--- config.mk ---
export PLATFORM = sky130hd
export DESIGN_NAME = snow64_vector_alu_sequencer_flat
export DESIGN_NICKNAME = d
export VERILOG_FILES = /design/src/rtl/snow64_vector_alu_sequencer_if.sv /design/src/rtl/snow64_vector_alu_sequencer.sv /design/src/flat_wrapper.sv
export SDC_FILE = /design/constraint.sdc
export NUM_CORES = 2
export LEC_CHECK = 0
export BUFFER_PORTS_ARGS = -buffer_cell sky130_fd_sc_hd__buf_2
export CORE_AREA = 5 5 385 387
export CTS_CLUSTER_SIZE = 40
export DETAILED_ROUTE_END_ITERATION = 16
export DIE_AREA = 0 0 390 392
export GPL_ROUTABILITY_DRIVEN = 0
export PLACE_DENSITY = 0.51
export SLEW_MARGIN = 40
export SYNTH_ARGS = -nofsm -noshare
export SYNTH_HDL_FRONTEND = slang
export SYNTH_SLANG_ARGS = --single-unit
--- constraint.sdc ---
create_clock -name clk -period 5.3 [get_ports clk]
set_input_delay 0.795 -clock clk [delete_from_list [all_inputs] [get_ports clk]]
set_output_delay 0.795 -clock clk [all_outputs]
set_load 0.02 [all_outputs]
--- src/rtl/snow64_vector_alu_sequencer_if.sv ---
// Request/response/ALU bundle for the vector ALU sequencer.
// slave  : sequencer view (consumes requests and ALU results, produces ALU operands and results)
// master : environment view (decode/operand read, writeback and the shared ALU)
// Signals:
//   in_valid/out_in_ready       upstream request handshake
//   in_oper, in_unsgn_or_sgn,
//   in_int_type, in_scalar      request control fields
//   in_a, in_b                  vector operands
//   out_alu_*                   chunk operands and control to the shared ALU
//   in_alu_result               combinational ALU result for the current chunk
//   out_valid/in_ready          downstream result handshake
//   out_data                    result buffer
//   out_busy                    sequencer not idle
interface snow64_vector_alu_sequencer_if #(
  parameter int unsigned WIDTH__VECTOR = 256,
  parameter int unsigned WIDTH__CHUNK  = 64
);
  logic                     in_valid;
  logic                     out_in_ready;
  logic [3:0]               in_oper;
  logic                     in_unsgn_or_sgn;
  logic [1:0]               in_int_type;
  logic                     in_scalar;
  logic [WIDTH__VECTOR-1:0] in_a;
  logic [WIDTH__VECTOR-1:0] in_b;
  logic [WIDTH__CHUNK-1:0]  out_alu_a;
  logic [WIDTH__CHUNK-1:0]  out_alu_b;
  logic [3:0]               out_alu_oper;
  logic                     out_alu_unsgn_or_sgn;
  logic [1:0]               out_alu_int_type;
  logic [WIDTH__CHUNK-1:0]  in_alu_result;
  logic                     out_valid;
  logic                     in_ready;
  logic [WIDTH__VECTOR-1:0] out_data;
  logic                     out_busy;

  modport slave (
    input  in_valid, in_oper, in_unsgn_or_sgn, in_int_type, in_scalar, in_a, in_b,
    input  in_alu_result, in_ready,
    output out_in_ready, out_alu_a, out_alu_b, out_alu_oper, out_alu_unsgn_or_sgn,
    output out_alu_int_type, out_valid, out_data, out_busy
  );

  modport master (
    output in_valid, in_oper, in_unsgn_or_sgn, in_int_type, in_scalar, in_a, in_b,
    output in_alu_result, in_ready,
    input  out_in_ready, out_alu_a, out_alu_b, out_alu_oper, out_alu_unsgn_or_sgn,
    input  out_alu_int_type, out_valid, out_data, out_busy
  );
endinterface

--- src/rtl/snow64_vector_alu_sequencer.sv ---
// Vector ALU sequencer: runs one wide vector operation through a single shared
// chunk-wide lane-split ALU, one chunk per cycle, collecting results in a buffer.
// Ports:
//   clk     clock, rising edge
//   rst     synchronous active-high reset
//   bus_io  request, ALU and result signals (see snow64_vector_alu_sequencer_if)
module snow64_vector_alu_sequencer #(
  parameter int unsigned WIDTH__VECTOR = 256,
  parameter int unsigned WIDTH__CHUNK  = 64
) (
  input logic                          clk,
  input logic                          rst,
  snow64_vector_alu_sequencer_if.slave bus_io
);

  localparam int unsigned NUM_CHUNKS = WIDTH__VECTOR / WIDTH__CHUNK;
  localparam int unsigned IdxW       = (NUM_CHUNKS > 1) ? $clog2(NUM_CHUNKS) : 1;
  localparam logic [IdxW-1:0] LastIdx = IdxW'(NUM_CHUNKS - 1);

  typedef enum logic [1:0] {StIdle, StRun, StDone} state_e;

  typedef logic [NUM_CHUNKS-1:0][WIDTH__CHUNK-1:0] vec_t;

  state_e          state_q, state_d;
  logic [IdxW-1:0] idx_q, idx_d;
  vec_t            a_q, a_d;
  vec_t            b_q, b_d;
  vec_t            data_q, data_d;
  logic [3:0]      oper_q, oper_d;
  logic            sgn_q, sgn_d;
  logic [1:0]      int_type_q, int_type_d;
  logic            scalar_q, scalar_d;

  always_ff @(posedge clk) begin
    if (rst) begin
      state_q    <= StIdle;
      idx_q      <= '0;
      a_q        <= '0;
      b_q        <= '0;
      data_q     <= '0;
      oper_q     <= '0;
      sgn_q      <= 1'b0;
      int_type_q <= '0;
      scalar_q   <= 1'b0;
    end else begin
      state_q    <= state_d;
      idx_q      <= idx_d;
      a_q        <= a_d;
      b_q        <= b_d;
      data_q     <= data_d;
      oper_q     <= oper_d;
      sgn_q      <= sgn_d;
      int_type_q <= int_type_d;
      scalar_q   <= scalar_d;
    end
  end

  always_comb begin
    state_d    = state_q;
    idx_d      = idx_q;
    a_d        = a_q;
    b_d        = b_q;
    data_d     = data_q;
    oper_d     = oper_q;
    sgn_d      = sgn_q;
    int_type_d = int_type_q;
    scalar_d   = scalar_q;

    unique case (state_q)
      StIdle: begin
        if (bus_io.in_valid) begin
          a_d        = bus_io.in_a;
          b_d        = bus_io.in_b;
          oper_d     = bus_io.in_oper;
          sgn_d      = bus_io.in_unsgn_or_sgn;
          int_type_d = bus_io.in_int_type;
          scalar_d   = bus_io.in_scalar;
          data_d     = '0;
          idx_d      = '0;
          state_d    = StRun;
        end
      end
      StRun: begin
        data_d[idx_q] = bus_io.in_alu_result;
        // idx stays on the last chunk in DONE so the ALU operands hold still
        if (scalar_q || (idx_q == LastIdx)) begin
          state_d = StDone;
        end else begin
          idx_d = idx_q + IdxW'(1);
        end
      end
      StDone: begin
        if (bus_io.in_ready) begin
          state_d = StIdle;
          idx_d   = '0;
        end
      end
      default: state_d = StIdle;
    endcase
  end

  // Ready depends on state only, so DONE never accepts in the same cycle.
  assign bus_io.out_in_ready         = (state_q == StIdle);
  assign bus_io.out_valid            = (state_q == StDone);
  assign bus_io.out_busy             = (state_q != StIdle);
  assign bus_io.out_data             = data_q;
  assign bus_io.out_alu_a            = a_q[idx_q];
  assign bus_io.out_alu_b            = b_q[idx_q];
  assign bus_io.out_alu_oper         = oper_q;
  assign bus_io.out_alu_unsgn_or_sgn = sgn_q;
  assign bus_io.out_alu_int_type     = int_type_q;

endmodule

--- src/flat_wrapper.sv ---
// flat-port wrapper written by rule: the top's interface ports become plain ports
module snow64_vector_alu_sequencer_flat 
#(
  parameter int unsigned WIDTH__VECTOR = 256,
  parameter int unsigned WIDTH__CHUNK  = 64
)
  (clk, rst, bus_io_in_valid, bus_io_in_oper, bus_io_in_unsgn_or_sgn, bus_io_in_int_type, bus_io_in_scalar, bus_io_in_a, bus_io_in_b, bus_io_in_alu_result, bus_io_in_ready, bus_io_out_in_ready, bus_io_out_alu_a, bus_io_out_alu_b, bus_io_out_alu_oper, bus_io_out_alu_unsgn_or_sgn, bus_io_out_alu_int_type, bus_io_out_valid, bus_io_out_data, bus_io_out_busy);
  snow64_vector_alu_sequencer_if #(.WIDTH__VECTOR(WIDTH__VECTOR), .WIDTH__CHUNK(WIDTH__CHUNK)) bus_io_i ();
  input logic clk;
  input logic rst;
  input wire logic [$bits(bus_io_i.in_valid)-1:0] bus_io_in_valid;
  input wire logic [$bits(bus_io_i.in_oper)-1:0] bus_io_in_oper;
  input wire logic [$bits(bus_io_i.in_unsgn_or_sgn)-1:0] bus_io_in_unsgn_or_sgn;
  input wire logic [$bits(bus_io_i.in_int_type)-1:0] bus_io_in_int_type;
  input wire logic [$bits(bus_io_i.in_scalar)-1:0] bus_io_in_scalar;
  input wire logic [$bits(bus_io_i.in_a)-1:0] bus_io_in_a;
  input wire logic [$bits(bus_io_i.in_b)-1:0] bus_io_in_b;
  input wire logic [$bits(bus_io_i.in_alu_result)-1:0] bus_io_in_alu_result;
  input wire logic [$bits(bus_io_i.in_ready)-1:0] bus_io_in_ready;
  output wire logic [$bits(bus_io_i.out_in_ready)-1:0] bus_io_out_in_ready;
  output wire logic [$bits(bus_io_i.out_alu_a)-1:0] bus_io_out_alu_a;
  output wire logic [$bits(bus_io_i.out_alu_b)-1:0] bus_io_out_alu_b;
  output wire logic [$bits(bus_io_i.out_alu_oper)-1:0] bus_io_out_alu_oper;
  output wire logic [$bits(bus_io_i.out_alu_unsgn_or_sgn)-1:0] bus_io_out_alu_unsgn_or_sgn;
  output wire logic [$bits(bus_io_i.out_alu_int_type)-1:0] bus_io_out_alu_int_type;
  output wire logic [$bits(bus_io_i.out_valid)-1:0] bus_io_out_valid;
  output wire logic [$bits(bus_io_i.out_data)-1:0] bus_io_out_data;
  output wire logic [$bits(bus_io_i.out_busy)-1:0] bus_io_out_busy;
  assign bus_io_i.in_valid = bus_io_in_valid;
  assign bus_io_i.in_oper = bus_io_in_oper;
  assign bus_io_i.in_unsgn_or_sgn = bus_io_in_unsgn_or_sgn;
  assign bus_io_i.in_int_type = bus_io_in_int_type;
  assign bus_io_i.in_scalar = bus_io_in_scalar;
  assign bus_io_i.in_a = bus_io_in_a;
  assign bus_io_i.in_b = bus_io_in_b;
  assign bus_io_i.in_alu_result = bus_io_in_alu_result;
  assign bus_io_i.in_ready = bus_io_in_ready;
  assign bus_io_out_in_ready = bus_io_i.out_in_ready;
  assign bus_io_out_alu_a = bus_io_i.out_alu_a;
  assign bus_io_out_alu_b = bus_io_i.out_alu_b;
  assign bus_io_out_alu_oper = bus_io_i.out_alu_oper;
  assign bus_io_out_alu_unsgn_or_sgn = bus_io_i.out_alu_unsgn_or_sgn;
  assign bus_io_out_alu_int_type = bus_io_i.out_alu_int_type;
  assign bus_io_out_valid = bus_io_i.out_valid;
  assign bus_io_out_data = bus_io_i.out_data;
  assign bus_io_out_busy = bus_io_i.out_busy;
  snow64_vector_alu_sequencer #(.WIDTH__VECTOR(WIDTH__VECTOR), .WIDTH__CHUNK(WIDTH__CHUNK)) u_core (.clk(clk), .rst(rst), .bus_io(bus_io_i));
endmodule
# Word-level counts from Yosys, hierarchy flattened
# Index checks and enable logic that the tools add are counted.
[word_totals]
input_bits = 588
elab_cells = 54
register_bits = 780
out_inout_bits = 394
[classes]
reduce_logical = 10
eq_ne = 7
add_sub_neg = 1
n_mux = 16
magnitude_cmp = 2
[op_table]
columns = ["cell", "n"]
rows = [
  ["$pmux W256 S2", 1],
  ["$bmux W64 S2", 2],
  ["$bwmux W256", 1],
  ["$mux W256", 1],
  ["$mux W64", 3],
  ["$demux W64 S2", 1],
  ["$pmux W2 S3", 2],
  ["$mux W2", 5],
  ["$ne A2 B2 Y1 const B", 3],
  ["$eq A2 B2 Y1 const B", 2],
  ["$reduce_and A2 Y1", 2],
  ["$reduce_and A4 Y1", 1],
  ["$reduce_bool A2 Y1", 2],
  ["$lt A2 B3 Y1 const B", 1],
  ["$reduce_and A3 Y1", 1],
  ["$reduce_bool A3 Y1", 1],
  ["$add A2 B1 Y2 const B", 1],
  ["$eq A2 B1 Y1 const B", 1],
  ["$ge A2 B1 Y1 const B", 1],
  ["$logic_not A2 Y1", 1],
  ["$ne A2 B1 Y1 const B", 1],
  ["$logic_and A1 B1 Y1", 1],
  ["$logic_or A1 B1 Y1", 1],
]

# Depth between registers and ports, before layout
[logic_depth]
word_depth = 6
depth_mapped = 9

# Least setup slack after synthesis
# OpenSTA, ideal clock, no wires.
[synth_path]
path_type = "register to output"
startpoint = "register u_core.idx_q[0]"
endpoint = "output port bus_io_out_alu_a[20]"
path_stages_with_launch = 5
setup_slack_ns = 2.991
n_path_buf = 3
arrival_time_ns = 1.514
cell_sequence = "dfxtp_1 > buf_2 > buf_6 > buf_2 > mux4_2"
[synth_between]
elab_chain_cells = 2
[synth_rtl]
columns = ["element", "line_no", "rtl"]
rows = [
  ["from (decl)", "snow64_vector_alu_sequencer.sv:25", "logic [IdxW-1:0] idx_q, idx_d;"],
  ["from (signal assigned)", "snow64_vector_alu_sequencer.sv:47", "idx_q <= idx_d;"],
  ["$bmux W64 S2", "snow64_vector_alu_sequencer.sv:107", "assign bus_io.out_alu_a = a_q[idx_q];"],
  ["$mux W64 (implied by the code)", "snow64_vector_alu_sequencer.sv:107", ""],
  ["to (decl)", "flat_wrapper.sv:21", "output wire logic [$bits(bus_io_i.out_alu_a)-1:0] bus_io_out_alu_a;"],
]
# Every way passes these cells. The select of a mux whose other input is x is not followed.

# Worst setup path after layout
[layout_path]
startpoint = "register u_core.idx_q[0]"
endpoint = "output port bus_io_out_alu_b[5]"
[layout_between]
elab_chain_cells = 2
[layout_rtl]
columns = ["element", "line_no", "rtl"]
rows = [
  ["$bmux W64 S2", "snow64_vector_alu_sequencer.sv:108", "assign bus_io.out_alu_b = b_q[idx_q];"],
  ["$mux W64 (implied by the code)", "snow64_vector_alu_sequencer.sv:108", ""],
  ["to (decl)", "flat_wrapper.sv:22", "output wire logic [$bits(bus_io_i.out_alu_b)-1:0] bus_io_out_alu_b;"],
]
# Every way passes these cells. The select of a mux whose other input is x is not followed.

==> reports/qor.txt <==
CTS
-------------------------------------------------------------------------------------------------
Clock latency of the later-clocked register in the worst-skew pair                        0.66 ns
Number of buffers between clock root and the deepest sink                                       3
Root buffer selected by CTS                                                             clkbuf_16
Post-cts hold buffer count                                                                      0
Post-CTS resize count                                                                           0
# Post-CTS Setup Buffers                                                                        0
Clock transition at the registers of the reported paths                                   0.06 ns
Number of buffers added by the clock tree synthesis step                                       91
CTS tree                                                                                    built
TritonCTS Sinks                                                                               780
Total number of H-tree levels                                                                   3

LOGIC SYNTHESIS
-------------------------------------------------------------------------------------------------
Sequential area share after synthesis                                                       0.511
Per-instance average area after synthesis                                              9.05 sq um
Fraction of synthesized cell area taken by the top area cell type                           0.511
Synthesized netlist cell count                                                               3374
Number of distinct library cell variants in the gate-level netlist after synthesis             28
Register bit total from synthesis                                                             780
Biggest area contributors in the synthesized netlist                                 dfxtp_1, nand2_1, mux4_2, a21oi_1, o32ai_1
Number of enable flip-flop cells after synthesis                                                0
Yosys Warn Count                                                                                0
Synth Flop Type                                                                           dfxtp_1
Number of nets produced by synthesis                                                         3966
Synth async-reset ratio                                                                         0
Largest area contributor in the netlist                                                   dfxtp_1
Total standard cell area after synthesis                                              30500 sq um

TIMING
-------------------------------------------------------------------------------------------------
Normalized max-slew margin                                                                  0.396
Fmax                                                                                      265 MHz
Number of failing setup endpoints in the final timing report                                    0
Unrepaired setup endpoints after global routing                                             false
Count of pins over their slew limit                                                             0
Share of the clock period used by the worst path                                            0.713
Final setup TNS                                                                              0 ns
Post-route clock skew                                                                   0.0274 ns
Hold Vio Cnt, Final                                                                             0
Min Tclk post-route                                                                       3.78 ns
Least-Margin Pin Slew                                                                    0.906 ns

ROUTE
-------------------------------------------------------------------------------------------------
Total number of vias                                                                        27500
Initial drt markers                                                                          1650
Drt wl/cell                                                                               20.3 um
Drc violations                                                                                  0
Post-Route WL                                                                           127000 um
Antenna-violating nets left                                                                     0
Average via count per standard cell                                                          4.41
First-pass iteration count of the detailed router                                               5

CRITICAL PATH
-------------------------------------------------------------------------------------------------
Worst reg2reg path startpoint                                                        u_core.state_q[0]
Critical Path Fanout Max                                                                       45
Capture instance of the worst register-to-register path                              u_core.b_q[123]
R2R cell count                                                                                  5
Worst path arrival time                                                                   2.98 ns
Required arrival time at the worst endpoint                                               4.51 ns
Kind of critical path                                                                  reg -> out
Critical Path End Type                                                               primary output
Sort of element at the start of the critical path                                       flip-flop
Worst setup slack for register-to-register paths                                          2.40 ns

PWR
-------------------------------------------------------------------------------------------------
Static leakage power                                                                      16.0 nW
Worst ir drop on vdd                                                                   0.000294 V
Power per standard cell area                                                          364 nW/um^2
Overall power consumption                                                                 14.5 mW

STATUS
-------------------------------------------------------------------------------------------------
Run status                                                                           finished, final reports clean

DIE
-------------------------------------------------------------------------------------------------
X dimension of the die                                                                     390 um
Area of the placeable core                                                           145000 sq um
Chip Height                                                                                392 um
I/O Pins                                                                                      982
Initial Util                                                                                0.211
Total Die Area                                                                       153000 sq um
Rows                                                                                          140

CELLS AND AREA
-------------------------------------------------------------------------------------------------
Storage element area                                                                  15600 sq um
Net total in the final layout                                                                4796
Ratio of cells with drive above 1 in the final layout                                       0.307
Area overhead of the layout relative to synthesis                                           30.9%
Total area of multi-input combinational cells                                         12300 sq um
Layout fillers                                                                              15700

GLOBAL ROUTE
-------------------------------------------------------------------------------------------------
Largest net degree at the start of global routing                                             172
Global-route wire length before repair                                                  179000 um
Number of global-route vias before repair                                                   26500
Overall routing resource usage                                                              0.155
Global-route congestion overflow total                                                          0
Initial antenna violation count                                                                61

PLACE
-------------------------------------------------------------------------------------------------
Port Buf Inserts                                                                              981
Post-DP HPWL                                                                             92800 um

MIN PATH
-------------------------------------------------------------------------------------------------
WHS Endpoint                                                                         u_core.a_q[84]
Worst hold path cell count                                                                      3
Worst hold path class                                                                   in -> reg
Beginning of the worst hold path                                                     bus_io_in_a[84]

FLOW RUN
-------------------------------------------------------------------------------------------------
Max-cap check violation count                                                                   0

[layout make-up]
class | count | share of cell area
diodes | 38 | 0.00238
clock buffers | 136 | 0.0670
clock inverters | 32 | 0.00867
inverters | 259 | 0.0243
multi-input cells | 2042 | 0.308
flip-flops and latches | 780 | 0.391
well taps | 1917 | 0.0600
repair buffers | 1030 | 0.139
[layout by cell type, fill, tap and decap left out, types with 5 or more instances in the layout]
cell / count
a21oi_1: 522
buf_12: 16
buf_2: 980
buf_4: 29
bufinv_16: 5
clkbuf_1: 24
clkbuf_16: 93
clkbuf_8: 19
clkinv_2: 14
dfxtp_1: 778
diode_2: 38
inv_1: 259
inv_6: 5
mux4_2: 128
nand2_1: 1041
nand2b_1: 66
nand3b_1: 5
o32ai_1: 256
[state kept, by name, summed over array words and instances (netlist names)]
signal	count
u_core.state_q	2
u_core.bus_io.out_alu_int_type	2
u_core.b_q	256
u_core.bus_io.out_alu_unsgn_or_sgn	1
u_core.bus_io.out_data	256
u_core.scalar_q	1
u_core.bus_io.out_alu_oper	4
u_core.a_q	256
u_core.idx_q	2
[worst max path at each step]
| stage | slack (ns) | depth (start not counted) | from | end |
|---|---|---|---|---|
| after floorplan | 2.99 | 4 | u_core.idx_q[0] | bus_io_out_alu_a[20] |
| after global placement | 1.81 | 6 | bus_io_in_valid | u_core.b_q[114] |
| after detailed placement | 2.08 | 6 | bus_io_in_valid | u_core.bus_io.out_data[51] |
| after CTS | 1.34 | 4 | u_core.idx_q[0] | bus_io_out_alu_b[5] |
| after global routing | 1.28 | 4 | u_core.idx_q[0] | bus_io_out_alu_b[5] |
| final | 1.52 | 4 | u_core.idx_q[0] | bus_io_out_alu_b[5] |
[stage by stage]
stage               cell area [sq um]  hold slack, ns  std cells  setup WS [ns]   util
detailed placement              36800           0.444       6028           2.08  0.255
CTS                             39900           0.268       6196           1.34  0.276
global placement                36700           0.438       6023           1.81  0.254
global route                    39900           0.296       6223           1.28  0.276
floorplan                       30500           0.433       3374           2.99      -
finish                          40000           0.364       6234           1.52  0.277
[report_power, final]
part / switching [mW] / internal (mW)
logic: 1.17 / 0.664
clock network: 2.59 / 3.75
registers: 0.187 / 6.17
total: 3.95 / 10.6
[Yosys cell counts, types with 2 or more instances]
library cell and n:
nor2_1 3, nor2b_1 2, a21oi_1 522, o32ai_1 256
buf_4 21, nand2_2 3, inv_1 259, nand2_1 1041
nor4b_1 2, buf_1 6, nand2b_1 66, buf_6 46
dfxtp_1 780, ha_1 4, clkbuf_1 112, nand3b_1 5
buf_2 108, mux4_2 128
[cells by family after synthesis]
family / share of synthesized area
AO/OA/AOI/OAI: 0.160
adder cells (fa/ha/maj): 0.00164
buffers and inverters: 0.0862
flip-flops: 0.511
multiplexers: 0.0947
AND/OR/NAND/NOR: 0.146
[layer usage]
layer	up-vias	part of all wire	global-route usage
li1	13200	-	-
met4	26	0.038	0.0664
met3	246	0.080	0.0504
met1	13200	0.40	0.187
met2	875	0.48	0.254
met5	-	0.0013	0
[worst max-delay path, stage by stage (launching register included)]
cell and delay (ns):
dfxtp_4 0.66, buf_12 0.29, buf_12 0.38, mux4_2 0.67, buf_2 0.21
(Power assumes the default switching activity.)
